===== src/rtl/prog_run_sequencer.sv =====
`default_nettype none
// ============================================================================
// Module      : prog_run_sequencer
// Description : Runs NUM_PROGS core programs back-to-back. Each program is
//               loaded, run until halt or cycle limit, and its result captured.
// Revision    : 1.0 - initial release
// ============================================================================
module prog_run_sequencer #(
    parameter int NUM_PROGS   = 2,
    parameter int ADDR_W      = 32,
    parameter int DATA_W      = 32,
    parameter int LOAD_CYCLES = 2,
    parameter int MAX_CYCLES  = 100,
    parameter int CNT_W       = 16,
    localparam int c_IDX_W    = (NUM_PROGS > 1) ? $clog2(NUM_PROGS) : 1
) (
    input  logic                        clk,
    input  logic                        rst,
    input  logic                        start,
    input  logic [NUM_PROGS*ADDR_W-1:0] start_pcs,
    input  logic                        core_halt,
    input  logic [DATA_W-1:0]           core_result,
    output logic                        core_run,
    output logic [ADDR_W-1:0]           core_pc_init,
    output logic                        busy,
    output logic                        res_valid,
    output logic [DATA_W-1:0]           res_data,
    output logic [c_IDX_W-1:0]          res_idx,
    output logic                        res_timeout,
    output logic                        done,
    output logic [4:0]                  timeout_cnt
);

    localparam int                 c_LOAD_W    = (LOAD_CYCLES > 1) ? $clog2(LOAD_CYCLES) : 1;
    localparam logic [c_LOAD_W-1:0] c_LOAD_LAST = c_LOAD_W'(LOAD_CYCLES - 1);
    localparam logic [CNT_W-1:0]    c_RUN_LAST  = CNT_W'(MAX_CYCLES - 1);
    localparam logic [c_IDX_W-1:0]  c_IDX_LAST  = c_IDX_W'(NUM_PROGS - 1);

    typedef enum logic [2:0] {
        S_IDLE    = 3'd0,
        S_LOAD    = 3'd1,
        S_RUN     = 3'd2,
        S_CAPTURE = 3'd3,
        S_DONE    = 3'd4
    } state_t;

    state_t              r_state;
    state_t              w_state_nxt;
    logic [c_IDX_W-1:0]  r_idx;
    logic [c_LOAD_W-1:0] r_load_cnt;
    logic [CNT_W-1:0]    r_run_cnt;
    logic                r_tflag;
    logic [ADDR_W-1:0]   r_pc;
    logic [DATA_W-1:0]   r_res_data;
    logic [c_IDX_W-1:0]  r_res_idx;
    logic                r_res_to;
    logic [4:0]          r_tcnt;
    logic                w_pc_load;
    logic [c_IDX_W-1:0]  w_pc_idx;

    always_comb begin
        w_state_nxt = r_state;
        w_pc_load   = 1'b0;
        w_pc_idx    = r_idx;
        case (r_state)
            S_IDLE: begin
                if (start) begin
                    w_state_nxt = S_LOAD;
                    w_pc_load   = 1'b1;
                    w_pc_idx    = '0;
                end
            end
            S_LOAD: begin
                if (r_load_cnt == c_LOAD_LAST) begin
                    w_state_nxt = S_RUN;
                end
            end
            S_RUN: begin
                // Halt takes priority over the limit; the flag itself is set in the register process.
                if (core_halt || (r_run_cnt == c_RUN_LAST)) begin
                    w_state_nxt = S_CAPTURE;
                end
            end
            S_CAPTURE: begin
                if (r_idx == c_IDX_LAST) begin
                    w_state_nxt = S_DONE;
                end else begin
                    w_state_nxt = S_LOAD;
                    w_pc_load   = 1'b1;
                    w_pc_idx    = r_idx + 1'b1;
                end
            end
            S_DONE:  w_state_nxt = S_IDLE;
            default: w_state_nxt = S_IDLE;
        endcase
    end

    always_ff @(posedge clk or posedge rst) begin
        if (rst) begin
            r_state    <= S_IDLE;
            r_idx      <= '0;
            r_load_cnt <= '0;
            r_run_cnt  <= '0;
            r_tflag    <= 1'b0;
            r_pc       <= '0;
            r_res_data <= '0;
            r_res_idx  <= '0;
            r_res_to   <= 1'b0;
            r_tcnt     <= '0;
        end else begin
            r_state <= w_state_nxt;
            if (w_pc_load) begin
                r_idx <= w_pc_idx;
                r_pc  <= start_pcs[w_pc_idx*ADDR_W +: ADDR_W];
            end
            r_load_cnt <= (r_state == S_LOAD && w_state_nxt == S_LOAD) ? r_load_cnt + 1'b1 : '0;
            r_run_cnt  <= (r_state == S_RUN && w_state_nxt == S_RUN) ? r_run_cnt + 1'b1 : '0;
            if (r_state == S_RUN) begin
                r_tflag <= ~core_halt;
            end
            if (r_state == S_CAPTURE) begin
                r_res_data <= core_result;
                r_res_idx  <= r_idx;
                r_res_to   <= r_tflag;
                if (r_tflag && r_tcnt != 5'd31) begin
                    r_tcnt <= r_tcnt + 5'd1;
                end
            end
            if (r_state == S_IDLE && start) begin
                r_tcnt <= '0;
            end
        end
    end

    // Result outputs bypass the holding registers so data is valid alongside res_valid.
    assign core_run     = (r_state == S_RUN);
    assign busy         = (r_state != S_IDLE);
    assign res_valid    = (r_state == S_CAPTURE);
    assign done         = (r_state == S_DONE);
    assign core_pc_init = r_pc;
    assign res_data     = res_valid ? core_result : r_res_data;
    assign res_idx      = res_valid ? r_idx : r_res_idx;
    assign res_timeout  = res_valid ? r_tflag : r_res_to;
    assign timeout_cnt  = r_tcnt;

endmodule
`default_nettype wire


===== config.mk =====
export PLATFORM = sky130hd
export DESIGN_NAME = prog_run_sequencer
export DESIGN_NICKNAME = d
export VERILOG_FILES = /design/src/rtl/prog_run_sequencer.sv
export SDC_FILE = /design/constraint.sdc
export NUM_CORES = 1
export LEC_CHECK = 0
export CAP_MARGIN = 15
export CORE_ASPECT_RATIO = 0.6
export CORE_MARGIN = 4
export CORE_UTILIZATION = 42
export CTS_BUF_LIST = sky130_fd_sc_hd__clkbuf_16
export CTS_CLUSTER_DIAMETER = 30
export DETAILED_ROUTE_END_ITERATION = 7
export GPL_TIMING_DRIVEN = 0
export PLACE_DENSITY = 0.9
export REMOVE_ABC_BUFFERS = 1
export SYNTH_ARGS = -nofsm -noshare
export SYNTH_HDL_FRONTEND = slang
export SYNTH_SLANG_ARGS = --single-unit

===== constraint.sdc =====
create_clock -name clk -period 3.13 [get_ports clk]
set_input_delay 0.313 -clock clk [delete_from_list [all_inputs] [get_ports clk]]
set_output_delay 0.313 -clock clk [all_outputs]
set_load 0.005 [all_outputs]

# ---- Word level (Yosys, flattened, before mapping)
# Cells that the tools add are included.
dict set report word_totals {
  latchBits 0
  input_bits 100
  mem_bits_ro 0
  ram_bits 0
  regBits 93
  n_memories 0
  word_cells 53
  out_inout_bits 75
}
dict set report op_classes {
  n_mux 19
  shifts 1
  addsub 4
  div_mod_pow 0
  magnitude_cmp 0
  eq_ne 8
  bitwise_logic 1
  reduce_logical 10
  multipliers 0
}
# operator count
set ops {}
lappend ops {{$shiftx 64x7->32} 1}
lappend ops {{$mux 32} 1}
lappend ops {{$add 16x1->16 const B} 1}
lappend ops {{$eq 16x7->1 const B} 1}
lappend ops {{$mux 16} 1}
lappend ops {{$mux 5} 3}
lappend ops {{$mux 3} 4}
lappend ops {{$pmux 3 s4} 1}
lappend ops {{$eq 3x2->1 const B} 3}
lappend ops {{$mux 1} 7}
lappend ops {{$eq 3x1->1 const B} 2}
lappend ops {{$add 5x1->5 const B} 1}
lappend ops {{$ne 5x5->1 const B} 1}
lappend ops {{$logic_and 1x1->1} 4}
lappend ops {{$pmux 1 s2} 2}
lappend ops {{$reduce_bool 2->1} 2}
lappend ops {{$eq 3x3->1 const B} 1}
lappend ops {{$logic_not 3->1} 1}
lappend ops {{$reduce_bool 3->1} 1}
lappend ops {{$add 1x1->1 const B} 2}
lappend ops {{$reduce_and 2->1} 1}
lappend ops {{$logic_or 1x1->1} 1}
lappend ops {{$not 1->1} 1}

# ---- Longest topological paths before layout
# Gate-level depths: netlist of the first run.
dict set report logic_depth {
  word_depth 7
  mapped_depth 7
  ltp_nobuf 6
}

# ---- Worst setup path before layout of the first run
# No wires, ideal clock.
dict set report synth_timing {
  kind {reg2reg}
  startpoint {register r_tcnt[0], in the netlist timeout_cnt[0]}
  endpoint {register r_tcnt[1], in the netlist timeout_cnt[1]}
  required_time_ns 3.000
  setup_time_ns 0.130
  path_buffers 0
  period_less_slack_ns 1.811
  arrival_time_ns 1.681
  path_slack_ns 1.319
  stages_incl_launch_ff 7
  path_cell_list {dfrtp_1 -> ha_1 -> and3_1 -> ha_1 -> nor3b_1 -> mux2i_1 -> nor2_1}
}
dict set report synth_between {
  elab_chain_len 4
  word_cells_on_any_way 8
  cone_classes {add/sub: 1; eq/ne: 1; mux: 3; reduce/logical: 3}
}
# element line_no
set synth_lines {}
lappend synth_lines {{start: declaration} 57} ;# logic [4:0] r_tcnt;
lappend synth_lines {{start signal: assignment} 126} ;# r_tcnt <= r_tcnt + 5'd1;
lappend synth_lines {{$add 5x1->5 or $ne 5x5->1 (tied branches)} {126, 125}}
lappend synth_lines {{$mux 5 or $logic_and 1x1->1 (tied branches)} 125} ;# if (r_tflag && r_tcnt != 5'd31) begin
lappend synth_lines {{$mux 5 or $reduce_bool 2->1 (tied branches)} --}
lappend synth_lines {{$mux 5 or $reduce_and 2->1 (tied branches)} --}
# Several ways; a longest one is shown, not always the timed one. The select of a mux whose other input is x is not followed.
# A chain may end at the register's enable or synchronous reset.

# ---- Worst setup path in the final report of the first run
dict set report layout_timing {
  startpoint {register r_state[2]}
  endpoint {output res_data[27]}
}
dict set report layout_between {
  elab_chain_len 2
}
# element line_no
set layout_lines {}
lappend layout_lines {{start: declaration} 47} ;# state_t r_state;
lappend layout_lines {{start signal: assignment} 111} ;# r_state <= w_state_nxt;
lappend layout_lines {{$eq 3x2->1} 138} ;# assign res_valid = (r_state == S_CAPTURE);
lappend layout_lines {{$mux 32} --}
lappend layout_lines {{end: declaration} 27} ;# output logic [DATA_W-1:0] res_data,
# No other way between the ends.

==> flow_metrics.env, run 1 <==
export IMPL_p_per_area_nw_per_um2=846
export IMPL_worstSetupPathType="reg2out"
export IMPL_reg2reg_slack_ns=0.58
export IMPL_synth_seq_cells=93
export IMPL_start_util=0.445
export IMPL_min_period_over_period=0.861
export IMPL_slew_headroom=0.257
export IMPL_path_cells="nand3b_1 -> buf_16 -> clkinv_2 -> nand2_1 -> nand2_1 -> clkdlybuf4s50_1"
export IMPL_overflow=0
export IMPL_critPathSlowestCell="clkdlybuf4s50_1"
export IMPL_die_h_um=82.5
export IMPL_syn_cell_area_sq_um=3890
export IMPL_synthCells=414
export IMPL_critPathArrivalTime_ns=2.38
export IMPL_drtPass1Iterations=4
export IMPL_pin_count=175
export IMPL_yosysUniqueCellTypes=36
export IMPL_place_inst=681
export IMPL_grtUsageTotal=0.204
export IMPL_start_kind="flip-flop"
export IMPL_final_core_util=0.690
export IMPL_status="complete, no violations"
export IMPL_p_leak_uw=0.00261
export IMPL_numCtsBuffers=9
export IMPL_rows=26
export IMPL_hpwl_mm=8.01
export IMPL_rsz0062_at_grt="false"
export IMPL_routedWlPerCell_um=15.5
export IMPL_ctsHtreeMaxLevel=3
export IMPL_ys_flop_type="dfrtp_1"
export IMPL_grt_max_degree=72
export IMPL_detail_route_antenna_nets=0
export IMPL_yosysWarnings=0
export IMPL_worstReg2RegEnd="core_pc_init[10]$_DFFE_PP0P_"
export IMPL_whs_ns=0.300
export IMPL_worstMarginPinSlew_ns=1.11
export IMPL_crit_path_end_kind="output port"
export IMPL_antenna_cells=0
export IMPL_synthToLayoutAreaGrowth_pct=55.1
export IMPL_timing_max_cap_violations=0
export IMPL_num_vias=3455
export IMPL_placed_cell_area_sq_um=5720
export IMPL_grt_pass1_vias=3578
export IMPL_worstRegToRegCells=4
export IMPL_cts_tree="yes"
export IMPL_cpPeakStageDelay_ns=0.54
export IMPL_clkSlewWorstSetupHoldPaths_ns=0.06
export IMPL_remaining_drc_errors=0
export IMPL_root_buffer="clkbuf_16"
export IMPL_die_area_sq_um=10900
export IMPL_vdd_drop_max_v=0.000411
export IMPL_fin_skew_ns=0.00650
export IMPL_nNetsFinal=686
export IMPL_antenna_found_initial=0
export IMPL_hold_violations=0
export IMPL_synth_seq_area_share=0.598
export IMPL_cpMostUsedCell="nand2_1"
export IMPL_max_clock_freq_mhz=371
export IMPL_drtIter0Drc=177
export IMPL_r2r_start="r_state[0]$_DFF_PP0_"
export IMPL_clkLatencyLatePin_ns=0.34
export IMPL_portBuffers=174
export IMPL_syn_avg_cell_area_sq_um=9.40
export IMPL_gp_congestion=0.843
export IMPL_synth_edf_count=0
export IMPL_setup_viol=0
export IMPL_routed_wl_mm=10.9
export IMPL_holdCritPathClass="in2async"
export IMPL_die_w_um=132
export IMPL_grt_pass1_wl_mm=17.7
export IMPL_core_area_sq_um=8750
export IMPL_max_clock_path_buffers=2
export IMPL_final_cell_area_sq_um=6030
export IMPL_layout_drive_gt1_share=0.0408
export IMPL_cts_sinks=93
export IMPL_crit_path_max_fanout=34
export IMPL_fin_crit_ns=2.70
export IMPL_fin_cells=700
export IMPL_required_ns=2.82
export IMPL_slew_viol_final=0
export IMPL_viasPerCell=4.94
export IMPL_async_reset_ff_frac=1.00
## cells in the final DEF (no fill, tap or decap), types with 2 or more instances in the layout
| cell | n |
|---|---|
| mux2i_1 | 2 |
| o21ai_0 | 3 |
| clkinvlp_4 | 4 |
| nor2_1 | 89 |
| nor2_2 | 2 |
| clkbuf_16 | 9 |
| nand4_1 | 3 |
| nor4_1 | 5 |
| o22ai_1 | 32 |
| clkdlybuf4s50_1 | 174 |
| or3_1 | 2 |
| dfrtp_1 | 93 |
| xnor2_1 | 15 |
| clkinv_1 | 2 |
| nor3_1 | 3 |
| nand2_1 | 105 |
| nor3b_1 | 2 |
| or4_1 | 3 |
| clkinv_2 | 2 |
| inv_1 | 6 |
| nand3_1 | 7 |
| ha_1 | 3 |
| nor4b_1 | 2 |
| nand3b_1 | 3 |
| xor2_1 | 2 |
| buf_16 | 3 |
## cell usage after synthesis (3+ instances only)
library cell | count | area (sq um)
nand3_1 | 7 | 35.0
or4_1 | 3 | 22.5
o22ai_1 | 32 | 200
dfrtp_1 | 93 | 2330
inv_1 | 7 | 26.3
buf_2 | 3 | 15.0
nand2_1 | 105 | 394
xnor2_1 | 15 | 131
clkbuf_1 | 15 | 56.3
ha_1 | 3 | 37.5
nand4_1 | 3 | 18.8
o21ai_0 | 3 | 15.0
nor2_1 | 89 | 334
nor4_1 | 5 | 31.3
nor3_1 | 3 | 15.0
## layout make-up
class	count	area, sq um
flip-flops and latches	93	2330
repair buffers	178	1830
inverters	8	33.8
multi-input cells	293	1430
well taps	112	140
clock buffers	9	225
fillers	654	2720
clock inverters	7	42.5
## how the worst max path moves through the flow
stage	startpoint	slack (ns)	cells past startpoint	endpoint
finish	r_state[2]$_DFF_PP0_	0.43	6	res_data[27]
global route	r_state[2]$_DFF_PP0_	0.23	6	res_data[27]
CTS	r_state[2]$_DFF_PP0_	0.1	6	res_data[27]
detailed placement	r_state[1]$_DFF_PP0_	-0.09	6	res_data[27]
global placement	rst	-0.88	2	r_res_data[16]$_DFF_PP0_
floorplan	rst	0.40	1	core_pc_init[0]$_DFFE_PP0P_
## flip-flops by register name, indices dropped and copies added, names as in the netlist
register / cells
r_res_to: 1
core_pc_init: 32
r_run_cnt: 16
r_tflag: 1
r_res_data: 32
r_idx: 1
r_res_idx: 1
r_state: 3
timeout_cnt: 5
r_load_cnt: 1
## layer usage
metal / part of all wire / GRT usage / vias up / wire length [um]
li1: - / - / 1698 / -
met1: 0.43 / 0.254 / 1643 / 4710
met2: 0.50 / 0.360 / 103 / 5440
met3: 0.056 / 0.0575 / 11 / 613
met4: 0.0099 / 0.0498 / 0 / 108
met5: 0 / 0 / - / 0
## power by group
group | internal, uW | leakage (uW) | switching [uW]
Combinational | 1270 | 0.00135 | 981
Clock | 530 | 0.000119 | 445
Sequential | 1660 | 0.00114 | 217
Total | 3460 | 0.00261 | 1640
## worst max-delay path, delay by kind of cell (launching register included)
family	cells	cell delay, ns
AND/OR/NAND/NOR	3	0.50
flip-flops	1	0.47
buffers and inverters	3	1.07
## kinds of logic after synthesis
logic type / Yosys count / synth area share
xor+xnor: 17 / 0.0383
compound gates: 37 / 0.0585
mux: 2 / 0.00515
flops: 93 / 0.598
simple gates: 233 / 0.255
buf+inv: 29 / 0.0351
fa+ha+maj: 3 / 0.00965
## metrics by stage
| stage | power, uW | setup WS (ns) | TNS [ns] |
|---|---|---|---|
| after detailed placement | 4140 | -0.0915 | -1.58 |
| after floorplan | 2690 | 0.397 | 0 |
| after global placement | 4010 | -0.879 | -108.57 |
| after CTS | 5140 | 0.0996 | 0 |
| after global routing | 5470 | 0.227 | 0 |
| final | 5110 | 0.434 | 0 |
## repair_timing
action / in CTS / in global routing
cloned: 1 / 0
gates resized for setup: 1 / 0
hold buffers: 0 / 0
setup buffers: 0 / 1
setup endpoints to repair: 34 / 33
No activity file was read; power rests on OpenSTA's default activity.
==> run 2, diff against run 1 <==
Settings changed: ABC_AREA set to 1, CORE_UTILIZATION 42 to 43.
==> flow_metrics.env, run 2 <==
export IMPL_yosysUniqueCellTypes=27
export IMPL_drtIter0Drc=153
export IMPL_die_w_um=134
export IMPL_synthCells=489
export IMPL_wl_met2_mm=5.48
export IMPL_root_buffer="clkbuf_16"
export IMPL_fillCellCount=682
export IMPL_ys_flop_type="dfrtp_1"
export IMPL_setup_viol=0
export IMPL_antenna_cells=0
export IMPL_top_layer_used="met4"
export IMPL_synth_area_leaders="dfrtp_1, nand2_1, nor2_1, o21ai_0, o21ai_1"
export IMPL_wl_met3_mm=1.13
export IMPL_tns_ns=0
export IMPL_ctsResizeCount=0
export IMPL_final_cell_mix="clkdlybuf4s50_1, nand2_1, dfrtp_1"
export IMPL_portBuffers=174
export IMPL_slew_headroom=0.348
export IMPL_die_h_um=83.7
export IMPL_timing_max_cap_violations=0
export IMPL_status="complete, no violations"
export IMPL_synthToLayoutAreaGrowth_pct=52.6
export IMPL_syn_avg_cell_area_sq_um=8.39
export IMPL_worstMarginPinSlew_ns=0.977
export IMPL_grt_pass1_wl_mm=19.8
export IMPL_viasPerCell=5.01
export IMPL_max_clock_path_buffers=2
export IMPL_cts_sinks=93
export IMPL_clkSlewWorstSetupHoldPaths_ns=0.07
export IMPL_start_kind="flip-flop"
export IMPL_vdd_drop_max_v=0.000528
export IMPL_drtPass1Iterations=4
export IMPL_async_reset_ff_frac=1.00
export IMPL_syn_cell_area_sq_um=4100
export IMPL_fin_skew_ns=0.00704
export IMPL_p_leak_uw=0.00279
export IMPL_final_common_cell="clkdlybuf4s50_1"
export IMPL_cts_tree="yes"
export IMPL_routed_wl_mm=12.0
export IMPL_start_util=0.445
export IMPL_wl_met1_mm=5.17
export IMPL_ctsHtreeMaxLevel=3
export IMPL_crit_path_max_fanout=18
export IMPL_layout_drive_gt1_share=0.0438
export IMPL_hold_violations=0
export IMPL_min_period_over_period=0.911
export IMPL_remaining_drc_errors=0
export IMPL_die_area_sq_um=11200
export IMPL_crit_path_end_kind="output port"
export IMPL_yosys_area_top_type="dfrtp_1"
export IMPL_grtUsageTotal=0.219
export IMPL_required_ns=2.82
export IMPL_reg2reg_slack_ns=0.64
export IMPL_rows=27
export IMPL_yosysWarnings=0
export IMPL_pin_count=175
export IMPL_numCtsBuffers=9
export IMPL_ctsHoldBuffers=0
export IMPL_num_vias=3970
export IMPL_routedWlPerCell_um=15.2
export IMPL_holdCritPathClass="in2async"
export IMPL_critPathArrivalTime_ns=2.54
export IMPL_p_per_area_nw_per_um2=874
export IMPL_r2r_start="r_state[2]$_DFF_PP0_"
export IMPL_gp_congestion=0.884
export IMPL_worstReg2RegEnd="core_pc_init[5]$_DFFE_PP0P_"
export IMPL_core_area_sq_um=9220
export IMPL_yosys_area_top_type_share=0.567
export IMPL_worstRegToRegCells=6
export IMPL_nNetsFinal=761
export IMPL_synth_edf_count=0
export IMPL_max_clock_freq_mhz=351
export IMPL_p_total_uw=5470
export IMPL_grt_pass1_vias=4085
export IMPL_synth_commonest_cells="nand2_1, dfrtp_1, nor2_1"
export IMPL_slew_viol_final=0
export IMPL_antenna_found_initial=0
export IMPL_startpoint="r_state[0]$_DFF_PP0_"
export IMPL_fin_crit_ns=2.85
export IMPL_clkLatencyLatePin_ns=0.34
export IMPL_hpwl_mm=8.57
export IMPL_crit_path_end="res_data[11]"
export IMPL_yosysMostFrequentCell="nand2_1"
export IMPL_synth_seq_cells=93
export IMPL_rsz0062_at_grt="false"
export IMPL_grt_max_degree=61
export IMPL_worstSetupPathType="reg2out"
export IMPL_overflow=0
export IMPL_detail_route_antenna_nets=0
export IMPL_synth_seq_area_share=0.567
[run 2: changes by cell type after synthesis, sizes merged, moves of 15 or more]
cell and change:
nor2 -20, o22ai -32, o21ai +66, nand2 +62
inv +15
[run 2: worst min path at each step]
stage,from,end,slack (ns),cells after the start
floorplan,r_run_cnt[0]$_DFF_PP0_,r_run_cnt[0]$_DFF_PP0_,0.43,1
global placement,r_run_cnt[0]$_DFF_PP0_,r_run_cnt[0]$_DFF_PP0_,0.45,1
detailed placement,r_run_cnt[0]$_DFF_PP0_,r_run_cnt[0]$_DFF_PP0_,0.45,1
CTS,rst,r_res_data[7]$_DFF_PP0_,0.34,2
global route,rst,r_res_data[1]$_DFF_PP0_,0.37,2
finish,rst,r_res_data[7]$_DFF_PP0_,0.34,2
[run 2: stage by stage]
stage | area [sq um] | worst slack, ns | hold WS (ns) | std cells | utilization
3_5_place_dp | 5960 | 0.136 | 0.454 | 775 | 0.646
4_1_cts | 6250 | 0.0667 | 0.343 | 791 | 0.678
2_1_floorplan | 4000 | 0.397 | 0.433 | 469 | -
6_report | 6260 | 0.280 | 0.337 | 792 | 0.679
5_1_grt | 6260 | 0.0751 | 0.374 | 792 | 0.679
3_3_place_gp | 5910 | -0.962 | 0.446 | 773 | 0.641
[run 2: kinds of logic after synthesis]
family,after synthesis,share of synthesized area
AO/OA/AOI/OAI,72,0.0891
XOR/XNOR,11,0.0235
adder cells (fa/ha/maj),3,0.00915
buffers and inverters,42,0.0442
flip-flops,93,0.567
AND/OR/NAND/NOR,268,0.267
[run 2: worst max-delay path: stages (launching register included)]
cell and delay [ns]:
dfrtp_1 0.47, nand2_2 0.16, nor2_2 0.79, nand2_1 0.12, nand2_1 0.13, clkdlybuf4s50_1 0.52
[run 2: power breakdown]
| part | switching, uW | total, uW | internal, uW |
|---|---|---|---|
| registers | 222 | 1900 | 1680 |
| logic | 1190 | 2500 | 1310 |
| clock network | 456 | 1070 | 615 |
[run 2: layout make-up]
| cell class | count | area [sq um] | share of cell area |
|---|---|---|---|
| inverters | 22 | 85.1 | 0.0136 |
| clock buffers | 9 | 225 | 0.0360 |
| multi-input cells | 355 | 1600 | 0.256 |
| repair buffers | 177 | 1800 | 0.287 |
| well taps | 130 | 163 | 0.0260 |
| flip-flops and latches | 93 | 2330 | 0.372 |
| clock inverters | 6 | 63.8 | 0.0102 |
[run 2: what timing repair did]
action | CTS | global route
cloned | 1 | 0
endpoints found under the setup margin | 18 | 18
endpoints found under the hold margin | 0 | 0
setup buffers | 0 | 1
pin swaps | 1 | 1
[run 2: layer usage]
layer	GRT usage	vias to the layer above
met5	0	-
met4	0.0665	0
met3	0.0789	27
met2	0.351	166
met1	0.279	1889
li1	-	1888
==> RTL edit: new RTL, config.mk and constraints of run 1 <==
`DATA_W`: 32 -> 64.
--- a/src/rtl/prog_run_sequencer.sv
+++ b/src/rtl/prog_run_sequencer.sv
@@ -8,7 +8,7 @@
 module prog_run_sequencer #(
     parameter int NUM_PROGS   = 2,
     parameter int ADDR_W      = 32,
-    parameter int DATA_W      = 32,
+    parameter int DATA_W      = 64,
     parameter int LOAD_CYCLES = 2,
     parameter int MAX_CYCLES  = 100,
     parameter int CNT_W       = 16,
Ports: changed (resized core_result and res_data); port bits go from 175 to 239. The function was not compared with the original's and may differ.
==> RTL edit against run 1 <==
Combinational power grew 44%. Worst hold slack gained 0.072 ns. Critical path depth is the same. Cell area grew 36%. Setup slack lost 0.23 ns. Synthesized cell count grew 33%. Sequential cell count grew 32. Wire length grew 42%. Area after synthesis grew 31%. Power grew 53%. Clock skew shrank 0.0020 ns. Clock power grew 100%.
==> RTL edit: results (changes against run 1) <==
The detailed-route wire length on metal 1 is 6417 um (was 4714 um). The area of the multi-input gates came to 1802 um^2 (was 1434 um^2). Top cells by instance count after synthesis: sky130_fd_sc_hd__nand2_1, sky130_fd_sc_hd__dfrtp_1, sky130_fd_sc_hd__nor2_1 (unchanged).

The clock latency reported for the late side of the worst-skew pair came out at 0.40 ns (was 0.34 ns). The pin count of the biggest net entering global routing is 65 (was 72). Largest cells by area after synthesis: sky130_fd_sc_hd__dfrtp_1, sky130_fd_sc_hd__nand2_1, sky130_fd_sc_hd__nor2_1, sky130_fd_sc_hd__o22ai_1, sky130_fd_sc_hd__xnor2_1 (unchanged). The layout multi-input combinational cell count came out at 388 (was 293). The sequential share of cell area came to 0.3805 (was 0.3857). The highest net fanout along the worst path came out at 64 (was 34). The worst setup path startpoint is r_state[2] (unchanged).

The reg-to-reg critical path startpoint is r_state[1] (was r_state[0]). The number of DRC markers after the initial detailed-route iteration was 273 (was 177). The detailed route wirelength on metal2 is 7775 um (was 5443 um). The clock tree buffer count of the final layout came out at 17 (was 9). The overall fraction of global-route tracks in use is 0.2209 (was 0.2040). The worst supply voltage drop on vdd is 0.5064 mV (was 0.4107 mV). The final cell area excluding filler cells is 8220 um^2 (was 6035 um^2). The total number of clock tree sinks came out at 125 (was 93).

The final setup skew is 0.004544 ns (was 0.006496 ns). The number of global-route vias before repair was 4885 (was 3578). The share of final layout cell area taken by non-clock buffers is 0.2980 (was 0.3035).

Outcome: finished clean (unchanged). The total number of H-tree levels is 4 (was 3). The total internal power is 5.402 mW (was 3.465 mW). The total met3 wirelength after detailed routing came out at 1109 um (was 613 um).

The global-route wire length before repair was 24710 um (was 17740 um). The pre-CTS setup slack came out at 0.1767 ns (was -0.09149 ns). The share of final-layout standard cells stronger than drive strength 1 is 0.04912 (was 0.04082). The final weighted congestion of routability-driven global placement was 0.8190 (was 0.8432). The primary flip-flop cell chosen by synthesis mapping is sky130_fd_sc_hd__dfrtp_1 (unchanged). The worst reg-to-reg setup slack is 0.52 ns (was 0.58 ns).

The clock period minus worst slack is 2.930 ns (was 2.696 ns). The static leakage power is 3.712 nW (was 2.611 nW). The type of the tightest min-delay check is in -> async (unchanged).

The root buffer cell is sky130_fd_sc_hd__clkbuf_16 (unchanged). The number of nets in the final layout is 916 (was 686). The share of final layout cell area taken by clock buffers and inverters is 0.07367 (was 0.04437). The arrival time of data at the critical path endpoint is 2.62 ns (was 2.38 ns).

The vias per cell came to 4.819 (was 4.936). The actual slew at the worst max-slew pin is 1.141 ns (was 1.114 ns). The number of buffers inserted by port buffering is 238 (was 174). The half-perimeter wire length of the detailed placement result came out at 11500 um (was 8011 um).

The placed instance area came out at 7606 um^2 (was 5723 um^2). The end point of the critical path is res_data[37] (was res_data[27]). The count of cell types in the netlist is 37 (was 36).

The total of fill cells in the finished design came to 873 (was 654). The destination of the worst register-to-register timing path is core_pc_init[12] (was core_pc_init[10]). The routed length per placed instance came out at 16.18 um (was 15.54 um).

The peak per-stage delay on the critical path came out at 0.52 ns (was 0.54 ns).
## RTL edit: per-stage QoR
step,instances,util,setup TNS [ns]
2_1_floorplan,521,-,-63.82
3_3_place_gp,919,0.6516,-387.58
3_5_place_dp,922,0.6579,0
4_1_cts,954,0.7110,0
5_1_grt,954,0.7110,0
6_report,954,0.7110,0
## RTL edit: routing by layer
metal | vias to the layer above | global-route usage
met3 | 12 | 0.06102
met1 | 2193 | 0.2756
met5 | - | 0
met4 | 0 | 0.04871
met2 | 156 | 0.3860
li1 | 2236 | -
## RTL edit: repair_timing
| action | CTS | global route |
|---|---|---|
| gates resized for setup | 1 | 0 |
| endpoints found under the hold margin | 0 | 0 |
| pin swaps | 0 | 1 |
| hold buffers | 0 | 0 |
| setup endpoints to repair | 65 | 1 |
| setup buffers | 0 | 0 |
## RTL edit: cells by family after synthesis
family | synth area share
AND/OR/NAND/NOR | 0.2668
flip-flops | 0.6143
AO/OA/AOI/OAI | 0.04472
buffers and inverters | 0.03366
XOR/XNOR | 0.02924
adder cells (fa/ha/maj) | 0.007372
multiplexers | 0.003931
## RTL edit: power groups by stage
stage / Sequential (mW) / Clock [mW] / Combinational, mW
final: 2.57 / 1.99 / 3.24
after global routing: 2.64 / 2.12 / 3.54
after CTS: 2.57 / 2.03 / 3.29
after detailed placement: 2.58 / 0 / 3.26
after global placement: 2.54 / 0 / 3.11
after floorplan: 2.54 / 0 / 1.16
## RTL edit: worst min path at each step
stage	slack, ns	startpoint	endpoint
after floorplan	0.42	core_halt	r_tflag
after global placement	0.43	r_load_cnt	r_load_cnt
after detailed placement	0.46	r_load_cnt	r_load_cnt
after CTS	0.39	rst	core_pc_init[25]
after global routing	0.43	rst	core_pc_init[25]
final	0.37	rst	core_pc_init[22]
